--- src/rtl/uart_tx_gen_if.sv ---
// Word handshake between the register file and the UART transmitter.
interface uart_tx_gen_if #(
  parameter int unsigned DATA_WIDTH = 8
);
  logic [DATA_WIDTH-1:0] Data;
  logic                  Data_valid;
  logic                  Data_ready;

  modport master (output Data, output Data_valid, input  Data_ready);
  modport slave  (input  Data, input  Data_valid, output Data_ready);
endinterface

--- src/rtl/uart_tx_gen.sv ---
// UART transmitter with baud prescaler, optional parity, 1/2 stop bits and a
// one-entry holding register so frames can run back-to-back.
module uart_tx_gen #(
  parameter int unsigned DATA_WIDTH = 8,
  parameter int unsigned PRESCALE_W = 8
) (
  input  logic                  CLK,
  input  logic                  Reset,
  input  logic [PRESCALE_W-1:0] Prescale,
  input  logic                  Parity_EN,
  input  logic                  Parity_type,
  input  logic                  Stop2,
  uart_tx_gen_if.slave          bus,
  output logic                  Tx_out,
  output logic                  Busy,
  output logic                  Frame_done
);

  localparam int unsigned BIT_W = (DATA_WIDTH > 1) ? $clog2(DATA_WIDTH) : 1;

  localparam logic [2:0] ST_IDLE   = 3'd0;
  localparam logic [2:0] ST_START  = 3'd1;
  localparam logic [2:0] ST_DATA   = 3'd2;
  localparam logic [2:0] ST_PARITY = 3'd3;
  localparam logic [2:0] ST_STOP   = 3'd4;

  logic [2:0]            state, state_n;
  logic [PRESCALE_W-1:0] baud_cnt, baud_n, pres_q, pres_n;
  logic [BIT_W-1:0]      bit_cnt, bit_n;
  logic                  stop_cnt, stop_n;
  logic [DATA_WIDTH-1:0] shifter, shift_n, hold_data, hdata_n;
  logic                  par_bit, par_n, par_en_q, pen_n, stop2_q, s2_n;
  logic                  hold_pen, hpen_n, hold_ptype, hptype_n, hold_s2, hs2_n;
  logic                  hold_empty, hempty_n;
  logic                  tx_q, tx_n, busy_q, busy_n, done_q, done_n;
  logic                  bit_end, last_stop;

  assign bit_end   = (baud_cnt == pres_q);
  assign last_stop = (state == ST_STOP) && bit_end && (stop_cnt == stop2_q);

  assign bus.Data_ready = hold_empty;
  assign Tx_out         = tx_q;
  assign Busy           = busy_q;
  assign Frame_done     = done_q;

  // Next-state, datapath and registered-output decode.
  always_comb begin
    state_n  = state;
    baud_n   = baud_cnt;
    bit_n    = bit_cnt;
    stop_n   = stop_cnt;
    shift_n  = shifter;
    par_n    = par_bit;
    pen_n    = par_en_q;
    s2_n     = stop2_q;
    pres_n   = pres_q;
    hdata_n  = hold_data;
    hpen_n   = hold_pen;
    hptype_n = hold_ptype;
    hs2_n    = hold_s2;
    hempty_n = hold_empty;
    tx_n     = 1'b1;
    busy_n   = 1'b0;
    done_n   = 1'b0;

    unique case (state)
      ST_START: begin
        if (bit_end) begin
          baud_n  = '0;
          bit_n   = '0;
          state_n = ST_DATA;
        end else begin
          baud_n = baud_cnt + PRESCALE_W'(1);
        end
      end
      ST_DATA: begin
        if (bit_end) begin
          baud_n  = '0;
          shift_n = shifter >> 1;
          if (bit_cnt == BIT_W'(DATA_WIDTH - 1)) begin
            stop_n  = 1'b0;
            state_n = par_en_q ? ST_PARITY : ST_STOP;
          end else begin
            bit_n = bit_cnt + BIT_W'(1);
          end
        end else begin
          baud_n = baud_cnt + PRESCALE_W'(1);
        end
      end
      ST_PARITY: begin
        if (bit_end) begin
          baud_n  = '0;
          stop_n  = 1'b0;
          state_n = ST_STOP;
        end else begin
          baud_n = baud_cnt + PRESCALE_W'(1);
        end
      end
      ST_STOP: begin
        if (bit_end) begin
          baud_n = '0;
          if (stop_cnt == stop2_q) state_n = ST_IDLE;
          else                     stop_n  = 1'b1;
        end else begin
          baud_n = baud_cnt + PRESCALE_W'(1);
        end
      end
      default: ;
    endcase

    // Holding register hands over to the shifter; Prescale is latched here.
    if (!hold_empty && ((state == ST_IDLE) || last_stop)) begin
      state_n  = ST_START;
      baud_n   = '0;
      bit_n    = '0;
      stop_n   = 1'b0;
      shift_n  = hold_data;
      par_n    = hold_ptype ? ~^hold_data : ^hold_data;
      pen_n    = hold_pen;
      s2_n     = hold_s2;
      pres_n   = Prescale;
      hempty_n = 1'b1;
    end

    if (hold_empty && bus.Data_valid) begin
      hdata_n  = bus.Data;
      hpen_n   = Parity_EN;
      hptype_n = Parity_type;
      hs2_n    = Stop2;
      hempty_n = 1'b0;
    end

    unique case (state_n)
      ST_START:  tx_n = 1'b0;
      ST_DATA:   tx_n = shift_n[0];
      ST_PARITY: tx_n = par_n;
      default:   tx_n = 1'b1;
    endcase
    busy_n = (state_n != ST_IDLE);
    done_n = (state_n == ST_STOP) && (baud_n == pres_n) && (stop_n == s2_n);
  end

  always_ff @(posedge CLK) begin
    if (Reset) begin
      state      <= ST_IDLE;
      baud_cnt   <= '0;
      bit_cnt    <= '0;
      stop_cnt   <= 1'b0;
      shifter    <= '0;
      par_bit    <= 1'b0;
      par_en_q   <= 1'b0;
      stop2_q    <= 1'b0;
      pres_q     <= '0;
      hold_data  <= '0;
      hold_pen   <= 1'b0;
      hold_ptype <= 1'b0;
      hold_s2    <= 1'b0;
      hold_empty <= 1'b1;
      tx_q       <= 1'b1;
      busy_q     <= 1'b0;
      done_q     <= 1'b0;
    end else begin
      state      <= state_n;
      baud_cnt   <= baud_n;
      bit_cnt    <= bit_n;
      stop_cnt   <= stop_n;
      shifter    <= shift_n;
      par_bit    <= par_n;
      par_en_q   <= pen_n;
      stop2_q    <= s2_n;
      pres_q     <= pres_n;
      hold_data  <= hdata_n;
      hold_pen   <= hpen_n;
      hold_ptype <= hptype_n;
      hold_s2    <= hs2_n;
      hold_empty <= hempty_n;
      tx_q       <= tx_n;
      busy_q     <= busy_n;
      done_q     <= done_n;
    end
  end

endmodule

--- src/flat_wrapper.sv ---
// flat-port wrapper written by rule: the top's interface ports become plain ports
module uart_tx_gen_flat 
#(
  parameter int unsigned DATA_WIDTH = 8,
  parameter int unsigned PRESCALE_W = 8
)
  (CLK, Reset, Prescale, Parity_EN, Parity_type, Stop2, Tx_out, Busy, Frame_done, bus_Data, bus_Data_valid, bus_Data_ready);
  uart_tx_gen_if #(.DATA_WIDTH(DATA_WIDTH)) bus_i ();
  input  logic CLK;
  input  logic Reset;
  input  logic [PRESCALE_W-1:0] Prescale;
  input  logic Parity_EN;
  input  logic Parity_type;
  input  logic Stop2;
  output logic Tx_out;
  output logic Busy;
  output logic Frame_done;
  input wire logic [$bits(bus_i.Data)-1:0] bus_Data;
  input wire logic [$bits(bus_i.Data_valid)-1:0] bus_Data_valid;
  output wire logic [$bits(bus_i.Data_ready)-1:0] bus_Data_ready;
  assign bus_i.Data = bus_Data;
  assign bus_i.Data_valid = bus_Data_valid;
  assign bus_Data_ready = bus_i.Data_ready;
  uart_tx_gen #(.DATA_WIDTH(DATA_WIDTH), .PRESCALE_W(PRESCALE_W)) u_core (.CLK(CLK), .Reset(Reset), .Prescale(Prescale), .Parity_EN(Parity_EN), .Parity_type(Parity_type), .Stop2(Stop2), .bus(bus_i), .Tx_out(Tx_out), .Busy(Busy), .Frame_done(Frame_done));
endmodule
--- config.mk ---
export PLATFORM = sky130hd
export DESIGN_NAME = uart_tx_gen_flat
export DESIGN_NICKNAME = d
export VERILOG_FILES = /design/src/rtl/uart_tx_gen_if.sv /design/src/rtl/uart_tx_gen.sv /design/src/flat_wrapper.sv
export SDC_FILE = /design/constraint.sdc
export NUM_CORES = 1
export LEC_CHECK = 0
export ABC_AREA = 1
export BUFFER_PORTS_ARGS = -buffer_cell sky130_fd_sc_hd__buf_2
export CAP_MARGIN = 15
export CORE_ASPECT_RATIO = 1.2
export CORE_MARGIN = 3
export CORE_UTILIZATION = 61
export CTS_BUF_LIST = sky130_fd_sc_hd__clkbuf_2
export DETAILED_ROUTE_END_ITERATION = 6
export PLACE_DENSITY = 0.82
export SYNTH_ARGS = -nofsm -noshare
export SYNTH_HDL_FRONTEND = slang
export SYNTH_SLANG_ARGS = --single-unit
--- constraint.sdc ---
create_clock -name CLK -period 4.4 [get_ports CLK]
set_input_delay 0.44 -clock CLK [delete_from_list [all_inputs] [get_ports CLK]]
set_output_delay 0.44 -clock CLK [all_outputs]
set_load 0.02 [all_outputs]
==> results.ini <==
[floorplanning]
rows=26
ios=26
die_h_um=79.7
die_area_sq_um=5370
core_area_sq_um=4290
dieWidth_um=67.4
initial_core_util_pct=64.2

[timing]
skew_ns=0.0138
final-hold-violation-count=0
drv_slew=0
setup_viol=0
fin_tns_setup_ns=0
hold_slack_ns=0.225
rsz0062_at_grt=false
timing.fmax_mhz=437
min_period_ns=2.29
worst_pin_slew_ns=0.827
period_share_pct=52.0
relSlewSlack_pct=44.9

[power]
p_sw_share_pct=51.6
p_int_w=0.000931
power_switching_w=0.000994
p_per_area_nw_per_um2=659
seqPwrFrac_pct=31.7
combPwrFrac_pct=58.7
p_leak_nw=1.33
peakVddDrop_mv=0.397
p_clk_share_pct=9.6

[finish]
nets=460
drive_above_1_share_pct=15.2
areaGrowthSynthToFinish_pct=5.94
diodes=0
fin_area_sq_um=2920
final_cells=491

[yosys]
yosysWarnings=0
syn_nets=440
synth_area_leader_cell=dfxtp_1
ys_types=37
ys_top_cells_by_area=dfxtp_1 36%, nand2_1 21%, nor2_1 6.0%, nand3_1 4.4%, inv_1 4.1%
syn_inst=414
yosysSeqAreaShare_pct=35.6
syn_area_per_cell_sq_um=6.66
synth_seq_cells=49
synth_top_area_share_pct=35.6
syn_area_sq_um=2760

[setup_path]
crit_path_top_delay_cell=a21boi_2
path_class=reg2reg
cpMostUsedCell=nand2_1
cp_max_fo=18
critPathRequiredTime_ns=4.80
critPathLaunchType=register
cp_slowest_stage_delay_ns=0.67
critPathCaptureType=register
path_cells=xnor2_1, nand2_1, nor2_4, nand3_4, a21boi_2, nand2_1, nand3_1, nand2_1, nor2_1, nand3_1, nor2_1
critPathArrivalTime_ns=2.69

[global_route]
grt_pass1_vias=2514
top_usage_layer=met2
grt_overflow_total=0
use_met2_pct=42.4
grt_use_met3_pct=3.38
met1_usage_pct=29.4
grt_pass1_wl_mm=10.3
grt_usage_pct=24.6
grt_start_max_net_pins=45
antenna_found_initial=0

[route]
ant_nets=0
vias=2586
first_iter_violations=199
drcViolationCount=0
vias_per_cell=5.27
wire_per_inst_um=11.8
drt_pass1_iterations=6
routed_wirelength_mm=5.79

[clock_tree]
clk_path_buf_depth=2
root_buffer=clkbuf_2
worst_skew_pair.late_latency_ns=0.43
cts_resized=0
clk_pin_slew_worst_paths_ns=0.25
postCtsSetupBuffers=0
numCtsBuffers=5
ctsHoldBuffers=0
clkSinkCount=49
cts_tree=yes
cts_max_level=2

[place]
gp_congestion=0.897
portBuffers=25
place_area_sq_um=2880
dp_hpwl_mm=4.27
place_inst=483

[worst_hold_path]
hold_path_class=in2reg

[job]
cap_violations=0

[outcome]
status=finished, final reports clean

-- worst max-delay path, delay by kind of cell, from the launching register on --
family,cells,cell delay (ns)
AO/OA/AOI/OAI,1,0.67
flip-flops,1,0.48
XOR/XNOR,1,0.15
AND/OR/NAND/NOR,9,0.96
-- through the flow --
step / util [%] / setup WS (ns) / total power, W
final: 68.0 / 2.11 / 0.00192
after global routing: 68.0 / 1.85 / 0.00210
after detailed placement: 67.0 / 2.14 / 0.00174
after CTS: 68.0 / 2.09 / 0.00192
after global placement: 67.0 / 2.20 / 0.00171
after floorplan: - / 2.72 / 0.00157
-- flip-flops by register name, summed over array words and instances (netlist names), 3 cells and up --
signal	cells
u_core.hold_data	8
u_core.pres_q	8
u_core.state	3
u_core.baud_cnt	8
u_core.shifter	8
u_core.bit_cnt	3
-- cell families (layout without fill, tap and decap cells) --
kind of cell | after synthesis | count (layout) | synth area share (%)
DFF | 49 | 49 | 35.6
adders and majority gates | 4 | 4 | 1.81
buffers and inverters | 52 | 73 | 8.12
xor gates and xnor gates | 11 | 11 | 3.49
AOI/OAI and AO/OA | 45 | 45 | 8.98
and+or+nand+nor | 253 | 253 | 42.0
-- worst paths after layout --
path | from | end | slack, ns | cells past startpoint
worst min register to register | u_core.hold_pen | u_core.par_en_q | 0.48 | 2
worst max register to register | u_core.baud_cnt[2] | u_core.Frame_done | 2.11 | 11
worst min-delay path | bus_Data[5] | u_core.hold_data[5] | 0.22 | 3
worst max-delay path | u_core.baud_cnt[2] | u_core.Frame_done | 2.11 | 11
-- metal layers --
| metal | up-vias | share of wire (%) | wire [um] |
|---|---|---|---|
| met3 | 17 | 4.5 | 262 |
| met5 | - | 0 | 0 |
| met2 | 79 | 49 | 2850 |
| li1 | 1343 | - | - |
| met1 | 1147 | 43 | 2500 |
| met4 | 0 | 2.9 | 170 |
-- cells in the final DEF, fill, tap and decap left out, types with 2 or more instances in the layout --
| cell type | instances |
|---|---|
| a21oi_1 | 17 |
| a31oi_1 | 6 |
| buf_2 | 25 |
| clkbuf_2 | 5 |
| clkinv_1 | 2 |
| dfxtp_1 | 49 |
| ha_1 | 4 |
| inv_1 | 30 |
| inv_2 | 9 |
| nand2_1 | 153 |
| nand2_2 | 5 |
| nand2_4 | 2 |
| nand3_1 | 24 |
| nand3b_1 | 5 |
| nand4_1 | 3 |
| nor2_1 | 44 |
| nor2_2 | 3 |
| nor2_4 | 6 |
| o21ai_0 | 7 |
| o21ai_1 | 11 |
| xnor2_1 | 7 |
| xor2_1 | 4 |
-- power groups by stage --
stage	Sequential [W]	Combinational (W)	Clock, W
5_1_grt	0.000624	0.00127	0.000206
3_5_place_dp	0.000618	0.00112	0
4_1_cts	0.000609	0.00112	0.000189
3_3_place_gp	0.000615	0.00110	0
2_1_floorplan	0.000621	0.000953	0
6_report	0.000610	0.00113	0.000186
-- final cells by class --
| cell class | count | area [sq um] |
|---|---|---|
| Inverter | 40 | 150 |
| Clock buffer | 5 | 25.0 |
| Tap cell | 56 | 70.1 |
| Sequential cell | 49 | 981 |
| Timing Repair Buffer | 25 | 125 |
| Clock inverter | 3 | 17.5 |
| Fill cell | 419 | 1370 |
| Multi-Input combinational cell | 313 | 1550 |
-- Yosys cell counts (all sizes together) --
| cell type | n |
|---|---|
| nand2 | 161 |
| nor2 | 54 |
| dfxtp | 49 |
| inv | 39 |
| nand3 | 26 |
| o21ai | 19 |
| a21oi | 17 |
| buf | 7 |
| xnor2 | 7 |
| a31oi | 6 |
| clkbuf | 5 |
| nand3b | 5 |
| ha | 4 |
| nand4 | 4 |
| xor2 | 4 |
| a211oi | 1 |
| a21boi | 1 |
| a21o | 1 |
| and3 | 1 |
| clkinv | 1 |
| nor3 | 1 |
| or2 | 1 |
Power figures use the tool's default switching activity.
